===== src/rtl/vid2is_resolution_detector.sv =====
// Measures active samples per line, active lines per field and interlace status from upstream sync flags.
// Define RES_DETECT_TOTAL_EN to add the total-samples-per-line counter (h_sync rise to h_sync rise).
module vid2is_resolution_detector #(
    parameter int H_COUNT_WIDTH = 15,
    parameter int V_COUNT_WIDTH = 13,
    parameter int STABLE_FIELDS = 2
) (
    input  logic                     clk,
    input  logic                     rst,
    input  logic                     vid_locked,
    input  logic                     vid_enable,
    input  logic                     vid_datavalid,
    input  logic                     vid_h_sync,
    input  logic                     vid_v_sync,
    input  logic                     vid_f,
    output logic [H_COUNT_WIDTH-1:0] active_sample_count,
    output logic [V_COUNT_WIDTH-1:0] active_line_count_f0,
    output logic [V_COUNT_WIDTH-1:0] active_line_count_f1,
    output logic [H_COUNT_WIDTH-1:0] total_sample_count,
    output logic                     interlaced,
    output logic                     stable,
    output logic                     res_changed
);
    typedef enum logic [1:0] {IDLE, ALIGN, MEASURE} state_t;

    localparam logic [H_COUNT_WIDTH-1:0] H_MAX     = '1;
    localparam logic [V_COUNT_WIDTH-1:0] V_MAX     = '1;
    localparam logic [3:0]               MATCH_MAX = 4'(STABLE_FIELDS);

    state_t                     state;
    logic                       dv_q, vs_q, f_prev, first_eval, have_line, incons;
    logic [H_COUNT_WIDTH-1:0]   sample_cnt, line_len;
    logic [V_COUNT_WIDTH-1:0]   line_cnt;
    logic [3:0]                 match_cnt;

    logic                       dv_fall, vs_rise, new_il, tot_mismatch, field_mismatch, cand_incons;
    logic [H_COUNT_WIDTH-1:0]   cand_len;
    logic [V_COUNT_WIDTH-1:0]   cand_lines, pub_lines;

    assign dv_fall = vid_enable & dv_q & ~vid_datavalid;
    assign vs_rise = vid_enable & vid_v_sync & ~vs_q;

`ifdef RES_DETECT_TOTAL_EN
    logic                       hs_q, hs_rise, tot_valid;
    logic [H_COUNT_WIDTH-1:0]   tot_cnt, tot_len, cand_tot;

    assign hs_rise      = vid_enable & vid_h_sync & ~hs_q;
    assign cand_tot     = (hs_rise && tot_valid) ? tot_cnt : tot_len;
    assign tot_mismatch = (cand_tot != total_sample_count);

    always_ff @(posedge clk) begin
        if (rst) begin
            hs_q      <= 1'b0;
            tot_cnt   <= '0;
            tot_len   <= '0;
            tot_valid <= 1'b0;
        end else begin
            if (vid_enable) hs_q <= vid_h_sync;
            if (!vid_locked || state != MEASURE) begin
                tot_cnt   <= '0;
                tot_len   <= '0;
                tot_valid <= 1'b0;
            end else if (hs_rise) begin
                if (tot_valid) tot_len <= tot_cnt;
                tot_cnt   <= H_COUNT_WIDTH'(1);
                tot_valid <= 1'b1;
            end else if (vid_enable && tot_cnt != H_MAX) begin
                tot_cnt <= tot_cnt + 1'b1;
            end
        end
    end
`else
    logic unused_hs;
    assign unused_hs          = vid_h_sync;
    assign tot_mismatch       = 1'b0;
    assign total_sample_count = '0;
`endif

    // Candidates include a line whose datavalid falls on the same cycle as the v_sync rise.
    always_comb begin
        cand_len    = dv_fall ? sample_cnt : line_len;
        cand_lines  = (dv_fall && line_cnt != V_MAX) ? line_cnt + 1'b1 : line_cnt;
        cand_incons = incons | (dv_fall & have_line & (sample_cnt != line_len));
        new_il      = (vid_f != f_prev);
        pub_lines   = (new_il && vid_f) ? active_line_count_f1 : active_line_count_f0;
        field_mismatch = cand_incons || (cand_lines == '0) || (cand_len != active_sample_count)
                         || (cand_lines != pub_lines) || (new_il != interlaced) || tot_mismatch;
    end

    always_ff @(posedge clk) begin
        if (rst) begin
            state                <= IDLE;
            dv_q                 <= 1'b0;
            vs_q                 <= 1'b0;
            f_prev               <= 1'b0;
            first_eval           <= 1'b1;
            have_line            <= 1'b0;
            incons               <= 1'b0;
            sample_cnt           <= '0;
            line_len             <= '0;
            line_cnt             <= '0;
            match_cnt            <= '0;
            active_sample_count  <= '0;
            active_line_count_f0 <= '0;
            active_line_count_f1 <= '0;
            interlaced           <= 1'b0;
            stable               <= 1'b0;
            res_changed          <= 1'b0;
`ifdef RES_DETECT_TOTAL_EN
            total_sample_count   <= '0;
`endif
        end else begin
            res_changed <= 1'b0;
            if (vid_enable) begin
                dv_q <= vid_datavalid;
                vs_q <= vid_v_sync;
            end
            if (!vid_locked) begin
                state      <= IDLE;
                first_eval <= 1'b1;
                have_line  <= 1'b0;
                incons     <= 1'b0;
                sample_cnt <= '0;
                line_len   <= '0;
                line_cnt   <= '0;
                match_cnt  <= '0;
                stable     <= 1'b0;
            end else begin
                case (state)
                    IDLE: state <= ALIGN;
                    ALIGN: begin
                        if (vs_rise) begin
                            state      <= MEASURE;
                            f_prev     <= vid_f;
                            have_line  <= 1'b0;
                            incons     <= 1'b0;
                            sample_cnt <= '0;
                            line_len   <= '0;
                            line_cnt   <= '0;
                        end
                    end
                    MEASURE: begin
                        if (vid_enable && vid_datavalid && sample_cnt != H_MAX)
                            sample_cnt <= sample_cnt + 1'b1;
                        if (dv_fall) begin
                            line_len   <= sample_cnt;
                            line_cnt   <= cand_lines;
                            have_line  <= 1'b1;
                            incons     <= cand_incons;
                            sample_cnt <= '0;
                        end
                        if (vs_rise) begin
                            line_cnt   <= '0;
                            have_line  <= 1'b0;
                            incons     <= 1'b0;
                            f_prev     <= vid_f;
                            first_eval <= 1'b0;
                            if (field_mismatch) begin
                                active_sample_count <= cand_len;
                                interlaced          <= new_il;
                                if (!new_il) begin
                                    active_line_count_f0 <= cand_lines;
                                    active_line_count_f1 <= '0;
                                end else if (vid_f) begin
                                    active_line_count_f1 <= cand_lines;
                                end else begin
                                    active_line_count_f0 <= cand_lines;
                                end
`ifdef RES_DETECT_TOTAL_EN
                                total_sample_count <= cand_tot;
`endif
                                match_cnt <= '0;
                                stable    <= 1'b0;
                                if (!first_eval) res_changed <= 1'b1;
                            end else begin
                                if (match_cnt != MATCH_MAX) match_cnt <= match_cnt + 4'd1;
                                stable <= (match_cnt >= MATCH_MAX - 4'd1);
                            end
                        end
                    end
                    default: state <= IDLE;
                endcase
            end
        end
    end
endmodule


===== config.mk =====
export PLATFORM = sky130hd
export DESIGN_NAME = vid2is_resolution_detector
export DESIGN_NICKNAME = d
export VERILOG_FILES = /design/src/rtl/vid2is_resolution_detector.sv
export SDC_FILE = /design/constraint.sdc
export NUM_CORES = 1
export LEC_CHECK = 0
export BUFFER_PORTS_ARGS = -buffer_cell sky130_fd_sc_hd__buf_2
export CAP_MARGIN = 15
export CORE_MARGIN = 2
export CORE_UTILIZATION = 60
export CTS_CLUSTER_DIAMETER = 200
export DETAILED_ROUTE_END_ITERATION = 16
export PLACE_DENSITY = 0.87
export SLEW_MARGIN = 20
export SYNTH_ARGS = -nofsm -noshare
export SYNTH_HDL_FRONTEND = slang
export SYNTH_SLANG_ARGS = --single-unit

===== constraint.sdc =====
create_clock -name clk -period 9.1 [get_ports clk]
set_input_delay 0 -clock clk [delete_from_list [all_inputs] [get_ports clk]]
set_output_delay 0 -clock clk [all_outputs]
set_load 0.02 [all_outputs]

Yosys cells after proc, flatten, opt, wreduce, memory -nomap -nowiden
Cells that the tools add are included.

storage, ports and cells
  register bits after elaboration = 99
  input port bits = 8
  output and inout bits = 59
  logic and storage cells = 103

cells by class
  $add $sub $neg = 3
  order comparisons = 1
  equal/unequal tests = 15
  muxes and demuxes = 29
  bitwise gates (word level) = 13
  reduce and logical (&&, ||, !) cells = 25

operators by type and width
  operator                                                           number
  2-to-1 mux 13 bit                                                  9
  2-to-1 mux 15 bit                                                  4
  one-hot mux 15 bit (2 select lines)                                2
  != test 15 bit                                                     2
  one-hot mux 13 bit (2 select lines)                                1
  adder 15 x 1 -> 15 bit, second input constant                      1
  != test 15 bit, second input constant                              1
  adder 13 x 1 -> 13 bit, second input constant                      1
  logical NOT 13 bit                                                 1
  != test 13 bit                                                     1
  != test 13 bit, second input constant                              1
  AND reduction 3 bit                                                4
  AND reduction 5 bit                                                2
  2-to-1 mux 4 bit                                                   2
  2-to-1 mux 1 bit                                                   7
  AND 1 bit                                                          6
  != test 2 bit, second input constant                               3
  != test 3 bit, second input constant                               2
  NOT 1 bit                                                          6
  one-hot mux 2 bit (3 select lines)                                 1
  AND reduction 2 bit                                                3
  OR reduction 5 bit                                                 1
  adder 4 x 1 -> 4 bit, second input constant                        1
  greater-or-equal comparator 4 x 1 -> 1 bit, second input constant  1
  13 further kinds                                                   23

Longest topological paths before layout
Gate-level depths: netlist (run 1).

  depth in word-level cells = 11
  mapped depth = 12
  depth with buffers taken out = 10

Least setup slack after synthesis (run 1)
No wires, ideal clock.

  path kind = reg-to-reg
  start point = register line_cnt[0]
  end point = register active_sample_count[10]
  arrival = 3.156 ns
  slack = 5.823 ns
  stages on the path, launching flop included = 11
  buffers on the path = 1
  cells stage by stage = dfxtp_1 ha_1 and4_1 a31oi_4 xor2_1 o2bb2ai_1 or4b_4 or4_4 o21ai_2 buf_6 mux2_4

on the way
  word-level cells in the longest chain between the ends = 9
  elaborated cells on any way between the ends = 11
  those cells by class = 1 x add/sub; 2 x eq/ne; 1 x mux; 7 x reduce/logical

RTL lines
  item                                                                            line  text
  start, declared                                                                 33    logic [V_COUNT_WIDTH-1:0] line_cnt;
  start signal, assigned                                                          147   line_cnt <= cand_lines;
  parallel branches: the longest is 2 deep, another holds adder 13 x 1 -> 13 bit  -
  2-to-1 mux 13 bit (*)                                                           82    cand_lines = (dv_fall && line_cnt != V_MAX) ? line_cnt + 1'b1 : line_cnt;
  logical NOT 13 bit                                                              86    field_mismatch = cand_incons || (cand_lines == '0) || (cand_len != active_sample_count)
  logical OR 1 bit (2 in a row)                                                   86
  logical OR 1 bit (*) (2 in a row)                                               87    || (cand_lines != pub_lines) || (new_il != interlaced) || tot_mismatch;
  AND reduction 4 bit (no source line) (*)                                        -
  end signal, assigned                                                            159   active_sample_count <= cand_len;
  end, declared                                                                   16    output logic [H_COUNT_WIDTH-1:0] active_sample_count,

Mark *: on every way between the ends.
A chain may end at the register's enable or synchronous reset.

Worst setup path after layout (run 1)
  start point = register dv_q
  end point = register active_sample_count[2]

on the way
  word-level cells in the longest chain between the ends = 10
  elaborated cells on any way between the ends = 16
  those cells by class = 2 x eq/ne; 2 x mux; 5 x bitwise; 7 x reduce/logical

RTL lines
  item                                            line    text
  start, declared                                 31      logic dv_q, vs_q, f_prev, first_eval, have_line, incons;
  start signal, assigned                          115     dv_q <= vid_datavalid;
  AND 1 bit (*) (2 in a row)                      40      assign dv_fall = vid_enable & dv_q & ~vid_datavalid;
  logical AND 1 bit or AND 1 bit (tied branches)  82, 83
  2-to-1 mux 13 bit or AND 1 bit (tied branches)  82, 83
  logical NOT 13 bit or OR 1 bit (tied branches)  86, 83
  logical OR 1 bit (2 in a row)                   86
  logical OR 1 bit (2 in a row)                   87
  AND reduction 4 bit (no source line)            -

Every way passes the cells marked *; elsewhere a longest branch is shown, timed or not.

==> impl_metrics.tcl, run 1 <==
set metrics [dict create \
    status "finished clean" \
    dp_hpwl_um 10970 \
    total_power_mw 0.7581 \
    drcViolationCount 0 \
    synthArstFlopShare_pct 0 \
    n_fill_cell 833 \
    worst_pin_slew_ns 1.063 \
    crit_type "reg2reg" \
    finish.utilization_pct 64.56 \
    numCtsBuffers 9 \
    die-area_sq_mm 0.01126 \
    period_share_pct 49.25 \
    syn2layout_area_growth_pct 5.622 \
    gr-usage-met1_pct 38.40 \
    arrival_ns 4.77 \
    rows 37 \
    final_design_area_no_fill_sq_mm 0.006605 \
    synth-edff-count 0 \
    start_util_pct 61.12 \
    clk_pin_slew_ns 0.10 \
    holdPathStages 3 \
    final-max-slew-violation-count 0 \
    rr_startpoint "dv_q" \
    layout_commonest_cell "dfxtp_1" \
    synth_ff_type "dfxtp_1" \
    tritoncts "yes" \
    grt_pass1_vias 5032 \
    track_usage_pct 28.27 \
    cts_setup_buffers 0 \
    seq_area_frac_synth_pct 31.69 \
    grtUsageMet3_pct 5.457 \
    seq_area_sq_mm 0.001982 \
    pin_count 67 \
    ant_nets 0 \
    power.leakage_nw 2.532 \
    die_h_um 106.1 \
    syn_area_sq_mm 0.006253 \
    setup-violations-final 0 \
    end_kind "flop" \
    grt_max_degree 77 \
    rsz0062_at_grt "false" \
    final-hold-violation-count 0 \
    grt-ovfl-total 0 \
    cts_buffer_depth 2 \
    place_congestion 0.8717 \
    timing.setup.tns_ns 0 \
    worstRegToRegCells 8 \
    use_met2_pct 45.76 \
    drt_iter0_drc 619 \
    powerDensity_mw_per_mm2 114.8 \
    multi_input_area_sq_mm 0.003891 \
    clk_latency_ns 0.39 \
    dpl-instance-area_sq_mm 0.006406 \
    fp.coreArea_sq_mm 0.01023 \
    min_period_ns 4.482 \
    cts_sinks 99 \
    hold_path.class "in2reg" \
    vias_per_cell 6.148 \
    clock_skew_ns 0.01154 \
    ys_ff_latch 99 \
    hold_end "vs_q" \
    hold-worst-slack_ns 0.01468 \
    post_drt_wl_per_cell_um 17.92 \
    synth_area_per_cell_sq_um 8.555 \
    start_kind "flop" \
    vias 5466 \
    cts_root_buf "clkbuf_8" \
    ff2ff_setup_slack_ns 4.62 \
    r2r_end "active_sample_count[2]" \
    n_antenna_cell 0 \
    hp-start "vid_enable" \
    required_ns 9.38 \
    maxCapViolations 0 \
    synth_cells 731 \
    ctsHtreeMaxLevel 3 \
    yosys_warnings 0 \
    ir_drop_mv 0.07692 \
    max-slew-margin-rel_pct 28.90 \
    layout_common_cells "99 x dfxtp_1, 70 x nand2_1, 64 x nor2_1, 50 x buf_2, 42 x mux2i_1" \
    port_buffers 50 \
    fmax_ghz 0.2231 \
    antenna_found_initial 0 \
    cp_max_fo 30 \
    drive_above_1_share_pct 14.87 \
    first_pass_iters 5 \
    grt_pass1_wl_um 25530 \
    fp.dieW_um 106.1 \
    wl_um 15930 \
    grt_busiest_layer "met2" \
    yosys.cell_types.count 72 \
    nets 768 \
]
[metrics by stage]
| stage | cells | worst slack [ns] |
|---|---|---|
| 2_1_floorplan | 745 | 5.823 |
| 3_3_place_gp | 871 | 4.788 |
| 3_5_place_dp | 871 | 4.729 |
| 4_1_cts | 889 | 4.684 |
| 5_1_grt | 889 | 4.384 |
| 6_report | 889 | 4.618 |
[synth_stat cells (7+ instances only)]
cell | n | share of area [%]
dfxtp_1 | 99 | 32
nand2_1 | 70 | 4.2
nor2_1 | 64 | 3.8
mux2i_1 | 42 | 6.7
a21oi_1 | 38 | 3.0
clkbuf_1 | 36 | 2.2
nand2b_1 | 34 | 3.4
nor2b_1 | 29 | 2.9
xor2_1 | 28 | 3.9
nand3_1 | 23 | 1.8
xnor2_1 | 23 | 3.2
a22oi_1 | 21 | 2.5
inv_1 | 20 | 1.2
buf_4 | 19 | 2.3
mux2_4 | 17 | 4.1
nand4_1 | 14 | 1.4
o21ai_0 | 14 | 1.1
ha_1 | 12 | 2.4
nor3_1 | 10 | 0.80
a31oi_1 | 8 | 0.80
mux2_1 | 7 | 1.3
or3_1 | 7 | 0.70
[state kept, by name, indices dropped and copies added (netlist names)]
name and cells:
state 2, vs_q 1, first_eval 1, incons 1, active_sample_count 15, stable 1, active_line_count_f1 13, f_prev 1
match_cnt 4, have_line 1, line_len 15, res_changed 1, line_cnt 13, interlaced 1, active_line_count_f0 13, dv_q 1
sample_cnt 15
[report_power, final]
| group | internal (mW) | switching [mW] |
|---|---|---|
| registers | 0.434 | 0.00106 |
| logic | 0.0136 | 0.0342 |
| clock network | 0.107 | 0.169 |
| total | 0.554 | 0.204 |
[how the worst max path moves through the flow]
stage,from,to,slack (ns),cells after the start
final,dv_q,active_sample_count[2],4.62,8
after global routing,dv_q,active_sample_count[2],4.38,8
after CTS,dv_q,active_sample_count[2],4.68,8
after detailed placement,dv_q,active_sample_count[2],4.73,8
after global placement,dv_q,active_sample_count[2],4.79,8
after floorplan,line_cnt[0],active_sample_count[10],5.82,10
[final cells by class]
class                   count  share of cell area (%)
flip-flops and latches     99                   30.01
well taps                 136                   2.576
repair buffers             57                   4.660
clock inverters             6                  0.6251
multi-input cells         561                   58.91
inverters                  20                   1.137
clock buffers              10                   2.084
[what timing repair did]
item,CTS,global route
hold buffers,2,0
resized for setup,0,0
endpoints found under the hold margin,2,0
endpoints found under the setup margin,0,0
[cell families after synthesis]
kind of cell | synth area share [%]
AND/OR/NAND/NOR | 26.45
other | 0.05997
XOR/XNOR | 7.143
AO/OA/AOI/OAI | 12.37
flip-flops | 31.69
adder cells (fa/ha/maj) | 2.401
buffers and inverters | 6.923
multiplexers | 12.97
[layer usage]
| layer | wire length, um | share of wire [%] |
|---|---|---|
| met4 | 213 | 1.3 |
| met5 | 0 | 0 |
| met3 | 1241 | 7.8 |
| met2 | 7461 | 47 |
| met1 | 7009 | 44 |
[critical path, stage by stage, from the launching register on]
cell and delay, ns:
dfxtp_1 0.42, nand3b_2 0.61, nor3_2 0.37, mux2i_1 0.61, xor2_1 0.14, or4_4 0.53
or4_4 0.54, o21ai_2 0.76, mux2_1 0.38
Note: power is estimated with default switching activity, not from simulation.
==> run 2: changes to the inputs <==
Clock period 9.1 ns to 4.5 ns, I/O delays scaled along.
==> run 2 against run 1 <==
Net effect: critical path depth up 1; routed wire length down 1.7%; combinational power up 100%; die area unchanged; critical path type unchanged; highest routed layer unchanged.
==> impl_metrics.tcl, run 2 (same netlist as run 1, synthesis figures left out) <==
set metrics [dict create \
    dp_hpwl_um 11420 \
    power.leakage_nw 2.568 \
    maxCapViolations 0 \
    start_kind "flop" \
    layout_common_cells "99 x dfxtp_1, 70 x nand2_1, 63 x nor2_1, 50 x buf_2, 42 x mux2i_1" \
    place_congestion 0.9217 \
    gr-usage-met1_pct 37.84 \
    grt_pass1_vias 5184 \
    rr_startpoint "dv_q" \
    die-area_sq_mm 0.01126 \
    vias_per_cell 6.060 \
    vias 5418 \
    fin_cells 894 \
    worstRegToRegCells 9 \
    grt_max_degree 43 \
    tritoncts "yes" \
    ctsResizeCount 0 \
    r2r_end "active_sample_count[2]" \
    cts_root_buf "clkbuf_8" \
    n_antenna_cell 0 \
    ir_drop_mv 0.1748 \
    final-max-slew-violation-count 0 \
    nets 774 \
    ctsHtreeMaxLevel 3 \
    cts_buffer_depth 2 \
    fp.coreArea_sq_mm 0.01023 \
    hold-worst-slack_ns 0.02792 \
    port_buffers 50 \
    ff2ff_setup_slack_ns 0.74 \
    antenna_found_initial 0 \
    hold_path.class "in2reg" \
    dpl-instance-area_sq_mm 0.006451 \
    required_ns 4.76 \
    worst_pin_slew_ns 0.9070 \
    arrival_ns 4.03 \
    use_met2_pct 45.62 \
    holdPathStages 4 \
    holdBufCountCts 2 \
    fmax_ghz 0.2658 \
    clk_pin_slew_ns 0.09 \
    first_pass_iters 5 \
    track_usage_pct 28.33 \
    timing.setup.tns_ns 0 \
    grtUsageMet3_pct 4.108 \
    period_share_pct 83.61 \
    powerDensity_mw_per_mm2 234.4 \
    rows 37 \
    drcViolationCount 0 \
    grt_pass1_wl_um 25550 \
    placed_cells 877 \
    pin_count 67 \
    post_drt_wl_per_cell_um 17.51 \
    start_util_pct 61.12 \
    end_kind "flop" \
    status "finished clean" \
    crit_type "reg2reg" \
    grt-ovfl-total 0 \
    ant_nets 0 \
    drt_iter0_drc 494 \
    final-hold-violation-count 0 \
    cp_max_fo 21 \
    clk_latency_ns 0.37 \
    cts_sinks 99 \
    drive_above_1_share_pct 15.44 \
    fp.dieW_um 106.1 \
    total_power_mw 1.563 \
    cts_setup_buffers 0 \
    hold_end "dv_q" \
    numCtsBuffers 9 \
    top_regs "active_sample_count x15, line_len x15, sample_cnt x15" \
    layout_commonest_cell "dfxtp_1" \
    grt_busiest_layer "met2" \
    rsz0062_at_grt "false" \
    clock_skew_ns 0.01538 \
    die_h_um 106.1 \
    syn2layout_area_growth_pct 6.643 \
    min_period_ns 3.762 \
    setup-violations-final 0 \
    wl_um 15650 \
    hp-start "vid_enable" \
    max-slew-margin-rel_pct 39.53 \
    final_design_area_no_fill_sq_mm 0.006669 \
]
==> run 2: cell types whose count changed in the layout (fill, tap and decap cells not counted) <==
cell | previous run | this run
clkinvlp_4 | 3 | 1
clkinv_4 | 1 | 0
inv_6 | 0 | 1
bufinv_16 | 0 | 1
nor2_2 | 0 | 1
nor2_1 | 64 | 63
a21oi_1 | 38 | 37
a21oi_2 | 0 | 1
clkinv_2 | 2 | 0
buf_4 | 5 | 11
clkbuf_1 | 0 | 2
==> run 2: where the power goes <==
group	internal, mW	switching (mW)	total [mW]
registers	0.877	0.00197	0.879
logic	0.0280	0.0690	0.0970
clock network	0.272	0.314	0.587
==> run 2: final cells by class <==
class | count | area (sq um)
inverters | 20 | 75.07
clock buffers | 12 | 145.1
multi-input cells | 561 | 3897
flip-flops and latches | 99 | 1982
clock inverters | 3 | 46.29
repair buffers | 63 | 352.8
well taps | 136 | 170.2
fillers | 833 | 3562
==> run 2: worst max path at each step <==
stage | startpoint | endpoint | slack (ns) | cells past startpoint
2_1_floorplan | line_cnt[0] | active_sample_count[10] | 1.22 | 10
3_3_place_gp | line_cnt[0] | active_sample_count[2] | 0.87 | 10
3_5_place_dp | dv_q | active_sample_count[2] | 0.75 | 9
4_1_cts | dv_q | active_sample_count[2] | 0.73 | 9
5_1_grt | line_cnt[0] | active_line_count_f0[0] | 0.52 | 10
6_report | dv_q | active_sample_count[2] | 0.74 | 9
==> run 2: critical path: stages, from the launching register on <==
cell	delay, ns
dfxtp_1	0.42
nand3b_2	0.46
a31oi_4	0.37
xor2_1	0.45
o2bb2ai_1	0.16
or4b_4	0.56
or4_4	0.52
o21ai_2	0.12
buf_4	0.26
mux2_1	0.35
==> run 2: routing by layer <==
layer  share of wire, %  up-vias
met2                 47      240
met3                6.5       34
met4                2.5        0
met5                  0        -
li1                   -     2550
met1                 44     2594
==> run 2: metrics by stage <==
step                      setup slack, ns  util (%)
after floorplan                     1.223         -
after global placement             0.8726     63.05
after detailed placement           0.7478     63.05
after CTS                          0.7332     65.12
after global routing               0.5201     65.18
final                              0.7375     65.18
